<file path="config.mk">
export PLATFORM = sky130hd
export DESIGN_NAME = msft_rst_seq
export DESIGN_NICKNAME = d
export VERILOG_FILES = /design/src/rtl/msft_rst_seq_pkg.sv /design/src/rtl/msft_sync_ff.sv /design/src/rtl/msft_rst_seq.sv
export SDC_FILE = /design/constraint.sdc
export NUM_CORES = 1
export LEC_CHECK = 0
export ABC_CLOCK_PERIOD_IN_PS = 800
export CORE_MARGIN = 5
export CORE_UTILIZATION = 30
export CTS_CLUSTER_SIZE = 24
export DETAILED_ROUTE_END_ITERATION = 8
export GPL_TIMING_DRIVEN = 0
export RECOVER_POWER = 25
export SLEW_MARGIN = 20
export SYNTH_ARGS = -nofsm -noshare
export SYNTH_HDL_FRONTEND = slang
export SYNTH_SLANG_ARGS = --single-unit
</file>
<file path="constraint.sdc">
create_clock -name clk_i -period 0.8 [get_ports clk_i]
set_input_delay 0.24 -clock clk_i [delete_from_list [all_inputs] [get_ports clk_i]]
set_output_delay 0.24 -clock clk_i [all_outputs]
set_load 0.02 [all_outputs]
</file>
<file path="src/rtl/msft_rst_seq_pkg.sv">
// msft_rst_seq_pkg -- shared state encoding and counter sizing for the reset sequencer.
// Rev 1.0
`default_nettype none

package msft_rst_seq_pkg;

  typedef enum logic [1:0] {
    WAIT_LOCK = 2'd0,
    STAGING   = 2'd1,
    RUN       = 2'd2,
    SWRST     = 2'd3
  } rst_seq_state_e;

  // Width that holds the largest of the three cycle counts without wrapping.
  function automatic int cnt_w(input int a, input int b, input int c);
    int m;
    m = a;
    if (b > m) m = b;
    if (c > m) m = c;
    return $clog2(m + 1);
  endfunction

endpackage

`default_nettype wire

</file>
<file path="src/rtl/msft_sync_ff.sv">
// msft_sync_ff -- reset-cleared flop chain used as a synchronizer.
// Rev 1.0
`default_nettype none

module msft_sync_ff #(
  parameter int DEPTH = 2
) (
  input  logic clk,
  input  logic rst_n,
  input  logic d,
  output logic q
);

  logic [DEPTH-1:0] chain;

  always_ff @(posedge clk or negedge rst_n) begin
    if (!rst_n) chain <= '0;
    else        chain <= {chain[DEPTH-2:0], d};
  end

  assign q = chain[DEPTH-1];

endmodule

`default_nettype wire

</file>
<file path="src/rtl/msft_rst_seq.sv">
// msft_rst_seq -- staged reset-release sequencer with software reset handshake.
// Optional MSFT_RST_SEQ_STATS_EN adds rst_events_o (saturating reset-event counter). Rev 1.0
`default_nettype none

module msft_rst_seq
  import msft_rst_seq_pkg::*;
#(
  parameter int NUM_STAGES   = 3,
  parameter int SYNC_DEPTH   = 2,
  parameter int LOCK_CYCLES  = 16,
  parameter int STAGE_GAP    = 8,
  parameter int SWRST_CYCLES = 32
) (
  input  logic                  clk_i,
  input  logic                  rstn_i,
  input  logic                  pll_locked_i,
  input  logic                  swrst_req_i,
  output logic                  swrst_ack_o,
  output logic [NUM_STAGES-1:0] rstn_o,
  output logic                  seq_done_o
`ifdef MSFT_RST_SEQ_STATS_EN
  ,
  output logic [7:0]            rst_events_o
`endif
);

  localparam int CNT_W  = cnt_w(LOCK_CYCLES, STAGE_GAP, SWRST_CYCLES);
  localparam int SIDX_W = (NUM_STAGES > 1) ? $clog2(NUM_STAGES) : 1;
  localparam logic [CNT_W-1:0] LOCK_LAST = CNT_W'(LOCK_CYCLES - 1);
  localparam logic [CNT_W-1:0] GAP_LAST  = CNT_W'(STAGE_GAP - 1);
  localparam logic [CNT_W-1:0] SW_LAST   = CNT_W'(SWRST_CYCLES - 1);
  localparam logic [SIDX_W-1:0] PEN_IDX  = SIDX_W'(NUM_STAGES - 2);

  logic int_rstn;
  logic lock;

  msft_sync_ff #(.DEPTH(SYNC_DEPTH)) u_rst_sync (
    .clk   (clk_i),
    .rst_n (rstn_i),
    .d     (1'b1),
    .q     (int_rstn)
  );

  msft_sync_ff #(.DEPTH(2)) u_lock_sync (
    .clk   (clk_i),
    .rst_n (int_rstn),
    .d     (pll_locked_i),
    .q     (lock)
  );

  rst_seq_state_e        state, state_d;
  logic [CNT_W-1:0]      cnt, cnt_d;
  logic [SIDX_W-1:0]     sidx, sidx_d;
  logic [NUM_STAGES-1:0] rstn_q, rstn_d;
  logic                  done_q, done_d;
  logic                  ack_q, ack_d;
  logic                  pend_q, pend_d;
  logic                  req_q;
  logic                  req_rise;
  logic                  first;

  assign req_rise = swrst_req_i & ~req_q;

  always_ff @(posedge clk_i or negedge int_rstn) begin
    if (!int_rstn) begin
      state  <= WAIT_LOCK;
      cnt    <= '0;
      sidx   <= '0;
      rstn_q <= '0;
      done_q <= 1'b0;
      ack_q  <= 1'b0;
      pend_q <= 1'b0;
      req_q  <= 1'b0;
    end else begin
      state  <= state_d;
      cnt    <= cnt_d;
      sidx   <= sidx_d;
      rstn_q <= rstn_d;
      done_q <= done_d;
      ack_q  <= ack_d;
      pend_q <= pend_d;
      req_q  <= swrst_req_i;
    end
  end

  always_comb begin
    state_d = state;
    cnt_d   = cnt;
    sidx_d  = sidx;
    rstn_d  = rstn_q;
    done_d  = done_q;
    ack_d   = 1'b0;
    pend_d  = pend_q;
    first   = 1'b0;

    unique case (state)
      WAIT_LOCK: begin
        if (!lock)                 cnt_d = '0;
        else if (cnt == LOCK_LAST) first = 1'b1;
        else                       cnt_d = cnt + CNT_W'(1);
      end
      STAGING: begin
        if (cnt == GAP_LAST) begin
          cnt_d  = '0;
          sidx_d = sidx + SIDX_W'(1);
          rstn_d = (rstn_q << 1) | NUM_STAGES'(1);
          if (sidx == PEN_IDX) begin
            state_d = RUN;
            done_d  = 1'b1;
            ack_d   = pend_q;
            pend_d  = 1'b0;
          end
        end else begin
          cnt_d = cnt + CNT_W'(1);
        end
      end
      RUN: begin
        if (req_rise) begin
          state_d = SWRST;
          rstn_d  = '0;
          done_d  = 1'b0;
          cnt_d   = '0;
          pend_d  = 1'b1;
        end
      end
      SWRST: begin
        if (cnt == SW_LAST) first = 1'b1;
        else                cnt_d = cnt + CNT_W'(1);
      end
      default: state_d = WAIT_LOCK;
    endcase

    // Stage 0 release is shared by lock acquisition and software-reset exit.
    if (first) begin
      cnt_d  = '0;
      sidx_d = '0;
      rstn_d = NUM_STAGES'(1);
      if (NUM_STAGES == 1) begin
        state_d = RUN;
        done_d  = 1'b1;
        ack_d   = pend_q;
        pend_d  = 1'b0;
      end else begin
        state_d = STAGING;
      end
    end

    // Lock loss overrides everything decided above.
    if (state != WAIT_LOCK && !lock) begin
      state_d = WAIT_LOCK;
      cnt_d   = '0;
      sidx_d  = '0;
      rstn_d  = '0;
      done_d  = 1'b0;
      ack_d   = 1'b0;
      pend_d  = 1'b0;
    end
  end

  assign rstn_o      = rstn_q;
  assign seq_done_o  = done_q;
  assign swrst_ack_o = ack_q;

`ifdef MSFT_RST_SEQ_STATS_EN
  logic [7:0] evt_q;
  logic       evt_inc;

  assign evt_inc = (state != WAIT_LOCK) && (!lock || (state == RUN && req_rise));

  always_ff @(posedge clk_i or negedge int_rstn) begin
    if (!int_rstn)                    evt_q <= '0;
    else if (evt_inc && evt_q != 8'hFF) evt_q <= evt_q + 8'd1;
  end

  assign rst_events_o = evt_q;
`endif

endmodule

`default_nettype wire

</file>
Word-level counts from Yosys, hierarchy flattened:

Cells that the tools add are included.
Widths: inputs -> output; s select.

* bitwise operators: 2
* muxes and demuxes: 41
* reductions and logical operators: 13
* add/sub/neg operators: 2
* eq/ne operators: 15

Operator list (number)
* $mux 6: 7
* $pmux 6 s4: 1
* $mux 2: 9
* $ne 4x4->1 const B: 4
* $mux 1: 15
* $mux 3: 4
* $ne 3x3->1 const B: 3
* $reduce_bool 3->1: 3
* $reduce_and 4->1: 2
* $add 6x1->6 const B: 1
* $eq 6x3->1 const B: 1
* $eq 6x4->1 const B: 1
* $eq 6x5->1 const B: 1
* $pmux 1 s2: 3
* $pmux 3 s2: 1
* $reduce_and 3->1: 2
* $ne 5x5->1 const B: 1
* $eq 2x1->1 const B: 2
* $eq 2x2->1 const B: 2
* $pmux 2 s2: 1
* $reduce_bool 4->1: 1
* $add 2x1->2 const B: 1
* $logic_not 2->1: 1
* $reduce_and 2->1: 1
* 5 further kinds: 5

* output and inout bits: 5
* logic and storage cells: 83
* input port bits: 4
* bits in registers: 21

Logic depth before layout (Yosys ltp):

* depth in word-level cells: 6
* depth in mapped cells: 8
* mapped depth without buffers: 7

Cells and area by module:

A second synthesis with hierarchy kept.

* cell total of the unflattened synthesis: 120
* area, all modules: 1251.2 sq um

Modules (own cells, without submodules)
* msft_rst_seq: cells an instance 116, area each 1151.1 sq um, seq. area each 425.4 sq um, times used 1
* msft_sync_ff: cells an instance 2, area each 50.0 sq um, seq. area each 50.0 sq um, times used 2

Worst setup path after synthesis:

No wires, ideal clock.

* kind: flip-flop to flip-flop
* from: register state[0]
* to: register cnt[5]
* path slack: -1.102 ns
* cell stages (with the launch flop): 9
* data required time: 0.678 ns
* buffers on the path: 1
* arrival: 1.780 ns
* setup time: 0.122 ns
* period minus slack after synthesis: 1.902 ns
* cell sequence: dfrtp_1 -> inv_1 -> ha_1 -> o21a_1 -> o21a_1 -> or2_0 -> clkbuf_1 -> a21o_1 -> a32o_1

* longest elaborated chain between the ends: 4
* elaborated cells between the ends (all ways): 14
* those cells by class: eq/ne: 6; mux: 4; reduce/logical: 4

Ends and longest elaborated chain
* start: declaration: line msft_rst_seq.sv:51 `rst_seq_state_e state, state_d;`
* start signal: assignment: line msft_rst_seq.sv:75 `state <= state_d;`
* $eq 2x2->1, or another cell as far along: line msft_rst_seq.sv:96 `unique case (state)`
* $pmux 1 s2, or another cell as far along: line msft_rst_seq.sv:96
* $ne 5x5->1 (no source line), or another cell as far along
* $reduce_and 3->1 (no source line) or $mux 6 (tied branches)
* end signal: assignment: line msft_rst_seq.sv:76 `cnt <= cnt_d;`
* end: declaration: line msft_rst_seq.sv:52 `logic [CNT_W-1:0] cnt, cnt_d;`

Several ways; a longest one is shown, not always the timed one.
A chain may end at the register's enable or synchronous reset.

Worst setup path in the final report:

* from: register state[1]
* to: register cnt[5]

The elaborated chain is that of the path after synthesis.

==> key figures <==
Floorplan
  • Count of standard-cell rows: 22
  • Overall die width: 72.42 um
  • Initial core utilization: 0.3145
  • Count of pins on the block boundary: 9
  • Die area: 0.005244 mm2
  • Standard cell core area: 0.003716 mm2
  • Y dimension of the die: 72.42 um

Timing
  • Final setup viols: 21
  • Final number of hold-violating endpoints: 0
  • Maximum frequency from static timing analysis: 560.1 MHz
  • Worst hold slack after final layout: 0.2019 ns
  • Post-layout worst setup margin: -0.9855 ns
  • Number of max-slew violations in the final report: 0
  • Clk_skew: 0.001097 ns
  • Total negative slack for setup checks: -15.02 ns
  • Post-route fraction of the period consumed by the critical path: 2.232
  • Clock period minus worst slack: 1.785 ns
  • Setup repair after global routing missed its margin: true

Critical path
  • Stages on worst setup path: 7
  • Crit path largest cell delay: 0.42 ns
  • Reg2reg start: state[1]
  • Cell repeated most along the worst path: sky130_fd_sc_hd__o21a_1
  • Worst path bufs/invs: 1
  • Worst reg2reg path endpoint: cnt[5]
  • Worst setup endpoint: cnt[5]
  • Worst Path Required: 0.95 ns
  • Type of element capturing the critical path: flip-flop
  • R2R depth: 7
  • Flop-to-flop setup slack: -0.99 ns
  • Data arrival time of the critical path: 1.94 ns
  • Startpoint type of the worst setup path: flip-flop
  • CP cell instances: inv_4 -> ha_4 -> o21a_1 -> o21a_1 -> or2_4 -> a21o_1 -> a32o_1
  • Cell at the slowest stage of the critical path: sky130_fd_sc_hd__dfrtp_1
  • Largest driver fanout on the critical path: 7
  • CP delay by family, top: compound AO/OA/AOI/OAI gates
  • Crit path kind: flip-flop to flip-flop
  • Worst setup startpoint: state[1]

Route
  • Number of search-and-repair iterations in the first detailed-routing pass: 4
  • DRT Wirelength: 2.899 mm
  • Count of antenna-violating nets left after detailed routing: 0
  • Highest routed layer: met4
  • Routed length on met2: 1.386 mm
  • Total number of vias: 1,034
  • Via density per instance: 5.303
  • Count of routing violations after the opening detailed-route iteration: 60
  • Wire length on met3: 84 um
  • Routed wire per std cell: 14.87 um
  • Routed length on met1: 1.299 mm
  • DRC violations left: 0

Clock network
  • Clock slew at reported path FFs: 0.07 ns
  • Cts bufs inserted: 3
  • Worst-case clock buffer depth: 2
  • Worst-skew pair later-pin latency: 0.26 ns
  • CTS hold repair buffers: 0
  • Max H-tree Level: 1
  • CTS Root Cell: sky130_fd_sc_hd__clkbuf_8
  • TritonCTS clock tree: built
  • Count of clock tree sinks: 21

Logic synthesis
  • Main area contributors after synthesis: sky130_fd_sc_hd__dfrtp_1 (45%), sky130_fd_sc_hd__ha_1 (7.5%), sky130_fd_sc_hd__a21oi_1 (3.9%), sky130_fd_sc_hd__nand3_1 (3.0%), sky130_fd_sc_hd__nor2_1 (2.9%)
  • Primary flip-flop cell chosen by synthesis mapping: sky130_fd_sc_hd__dfrtp_1
  • Post-synth cell types: 42
  • Synth warnings: 0
  • Post-synth net total: 125
  • Proportion of register bits with asynchronous set or reset after synthesis: 1.000
  • Syn Inst Count: 114
  • Number of synthesized flops with an enable pin: 0
  • Dominant cell type by area after synthesis: sky130_fd_sc_hd__dfrtp_1
  • Flip-flop and latch count after synthesis: 21
  • Proportion of netlist area held by the largest area contributor: 0.4497
  • Post-synthesis area per instance: 10.25 um2
  • Synthesized cell area: 0.001169 mm2
  • Sequential-to-total area share from yosys stat: 0.4497

Power and ir drop
  • Switching Power: 2075 uW
  • Static leakage: 0.0007436 uW
  • Power share of the combinational group: 0.594
  • Cell Pwr Density: 3212 mW/mm2
  • Part of the power in registers: 0.279
  • Worst ir drop on vdd: 1.812 mV
  • Cell internal power dissipation: 3323 uW
  • Clock share of power: 0.127
  • Switching power as a share of total power: 0.3845

Run status
  • Result of the run: complete, but fails checks
  • Violated checks: negative setup slack

Global route
  • Via count of the first global-routing pass: 1,070
  • GRT Total Usage: 0.1182
  • Maximum number of pins on one net before global-route repair: 20
  • Wire length of the first global-routing pass: 4.912 mm
  • Antenna violations before repair: 0
  • Global route total overflow: 0

Place
  • Weighted congestion reported at the end of routability-driven placement: 0.8069
  • Detailed placement HPWL: 1.736 mm
  • Cells after DPL: 170
  • Number of I/O port buffers: 8

Finish
  • Total inserted antenna cells: 0
  • Share of cells above drive strength 1: 0.4218
  • NumNets Final: 159
  • Share of the core filled with cells in the final layout: 0.4522
  • Area delta synth->final: 43.79%
  • Post-route insts no fill: 195

Flow run
  • Max-cap check violation count: 0

Worst hold path
  • Tightest Hold Check Type: input pin to async pin
-- power by group through the flow --
stage	Combinational, uW	Sequential (uW)	Clock, uW
floorplan	1550	1570	0
global placement	2100	1490	0
detailed placement	2120	1510	0
CTS	2920	1490	711
global route	3450	1550	781
finish	3210	1500	687
-- worst register-to-register path: stages (launching register included) --
cell and delay, ns:
sky130_fd_sc_hd__dfrtp_1 0.42, sky130_fd_sc_hd__inv_4 0.08, sky130_fd_sc_hd__ha_4 0.20, sky130_fd_sc_hd__o21a_1 0.23
sky130_fd_sc_hd__o21a_1 0.15, sky130_fd_sc_hd__or2_4 0.26, sky130_fd_sc_hd__a21o_1 0.15, sky130_fd_sc_hd__a32o_1 0.19
-- worst min-delay path by stage --
stage,start,endpoint,slack [ns],cells after the start
2_1_floorplan,rstn_i,u_rst_sync.chain[0],-0.06,0
3_3_place_gp,u_rst_sync.chain[1],state[0],0.34,0
3_5_place_dp,u_rst_sync.chain[0],u_rst_sync.chain[1],0.34,0
4_1_cts,rstn_i,u_rst_sync.chain[0],0.13,1
5_1_grt,rstn_i,u_rst_sync.chain[0],0.19,1
6_report,rstn_i,u_rst_sync.chain[0],0.20,1
-- cells in the final DEF, fill, tap and decap left out, types with 2 or more instances in the layout --
cell type	n
sky130_fd_sc_hd__a21oi_1	5
sky130_fd_sc_hd__a21oi_2	4
sky130_fd_sc_hd__and3_1	2
sky130_fd_sc_hd__buf_4	21
sky130_fd_sc_hd__buf_6	7
sky130_fd_sc_hd__clkbuf_8	3
sky130_fd_sc_hd__dfrtp_1	20
sky130_fd_sc_hd__dlygate4sd3_1	3
sky130_fd_sc_hd__ha_1	2
sky130_fd_sc_hd__ha_4	5
sky130_fd_sc_hd__inv_1	3
sky130_fd_sc_hd__inv_4	2
sky130_fd_sc_hd__mux2_2	3
sky130_fd_sc_hd__mux2i_1	2
sky130_fd_sc_hd__nand2_1	6
sky130_fd_sc_hd__nand3_1	7
sky130_fd_sc_hd__nor2_1	8
sky130_fd_sc_hd__nor3_1	3
sky130_fd_sc_hd__nor3_2	2
sky130_fd_sc_hd__o211ai_1	3
sky130_fd_sc_hd__o21a_1	2
sky130_fd_sc_hd__o21ai_1	2
-- repair_timing --
| item | CTS | global route |
|---|---|---|
| pin swaps | 5 | 4 |
| setup buffers | 15 | 7 |
| gates resized for setup | 56 | 3 |
| setup endpoints to repair | 40 | 21 |
-- cell families (layout without fill, tap and decap cells) --
family / after synthesis / count (layout) / synth area share
xor gates and xnor gates: 1 / 1 / 0.007496
adders and majority gates: 7 / 7 / 0.07494
other: 1 / 1 / 0.003209
DFF: 21 / 21 / 0.4497
buffers and inverters: 7 / 40 / 0.02570
muxes: 6 / 6 / 0.05888
and+or+nand+nor: 39 / 39 / 0.1767
AOI/OAI and AO/OA: 32 / 32 / 0.2034
-- cell usage after synthesis, types with 2 or more instances --
master / instances
sky130_fd_sc_hd__nor2_1: 9
sky130_fd_sc_hd__a21oi_1: 9
sky130_fd_sc_hd__mux2_2: 3
sky130_fd_sc_hd__nand2_1: 7
sky130_fd_sc_hd__dfrtp_1: 21
sky130_fd_sc_hd__ha_1: 7
sky130_fd_sc_hd__o211ai_1: 3
sky130_fd_sc_hd__nand3_1: 7
sky130_fd_sc_hd__mux2i_1: 2
sky130_fd_sc_hd__o21ai_0: 4
sky130_fd_sc_hd__and3_1: 2
sky130_fd_sc_hd__inv_1: 5
sky130_fd_sc_hd__nor3_1: 5
sky130_fd_sc_hd__o21a_1: 2
-- state kept, by name, summed over array words and instances (netlist names) --
signal,count
cnt,6
rstn_o,3
sidx,2
state,2
u_lock_sync.chain,2
u_rst_sync.chain,2
pend_q,1
req_q,1
seq_done_o,1
swrst_ack_o,1
-- per-layer routing --
layer  vias up  global-route usage
li1        487                   -
met1       500              0.1544
met2        33              0.1780
met3        14             0.01385
met4         0             0.08811
met5         -                   0
-- metrics by stage --
stage               cell area [um2]  setup slack (ns)  total power (uW)
finish                         1680           -0.9855              5398
global route                   1680            -1.046              5777
CTS                            1619           -0.9381              5114
detailed placement             1339            -1.162              3625
global placement               1339            -1.123              3594
floorplan                      1199           -0.9570              3114
-- layout make-up --
type                       count  area [um2]
inverter                       5       23.77
multi-input combinational     86       758.2
buffer                         1       7.507
fill                         337        2036
timing repair buffer          30       259.0
sequential                    21       526.8
tap                           48       60.06
clock buffer                   4       45.04
No activity file was read; power rests on OpenSTA's default activity.
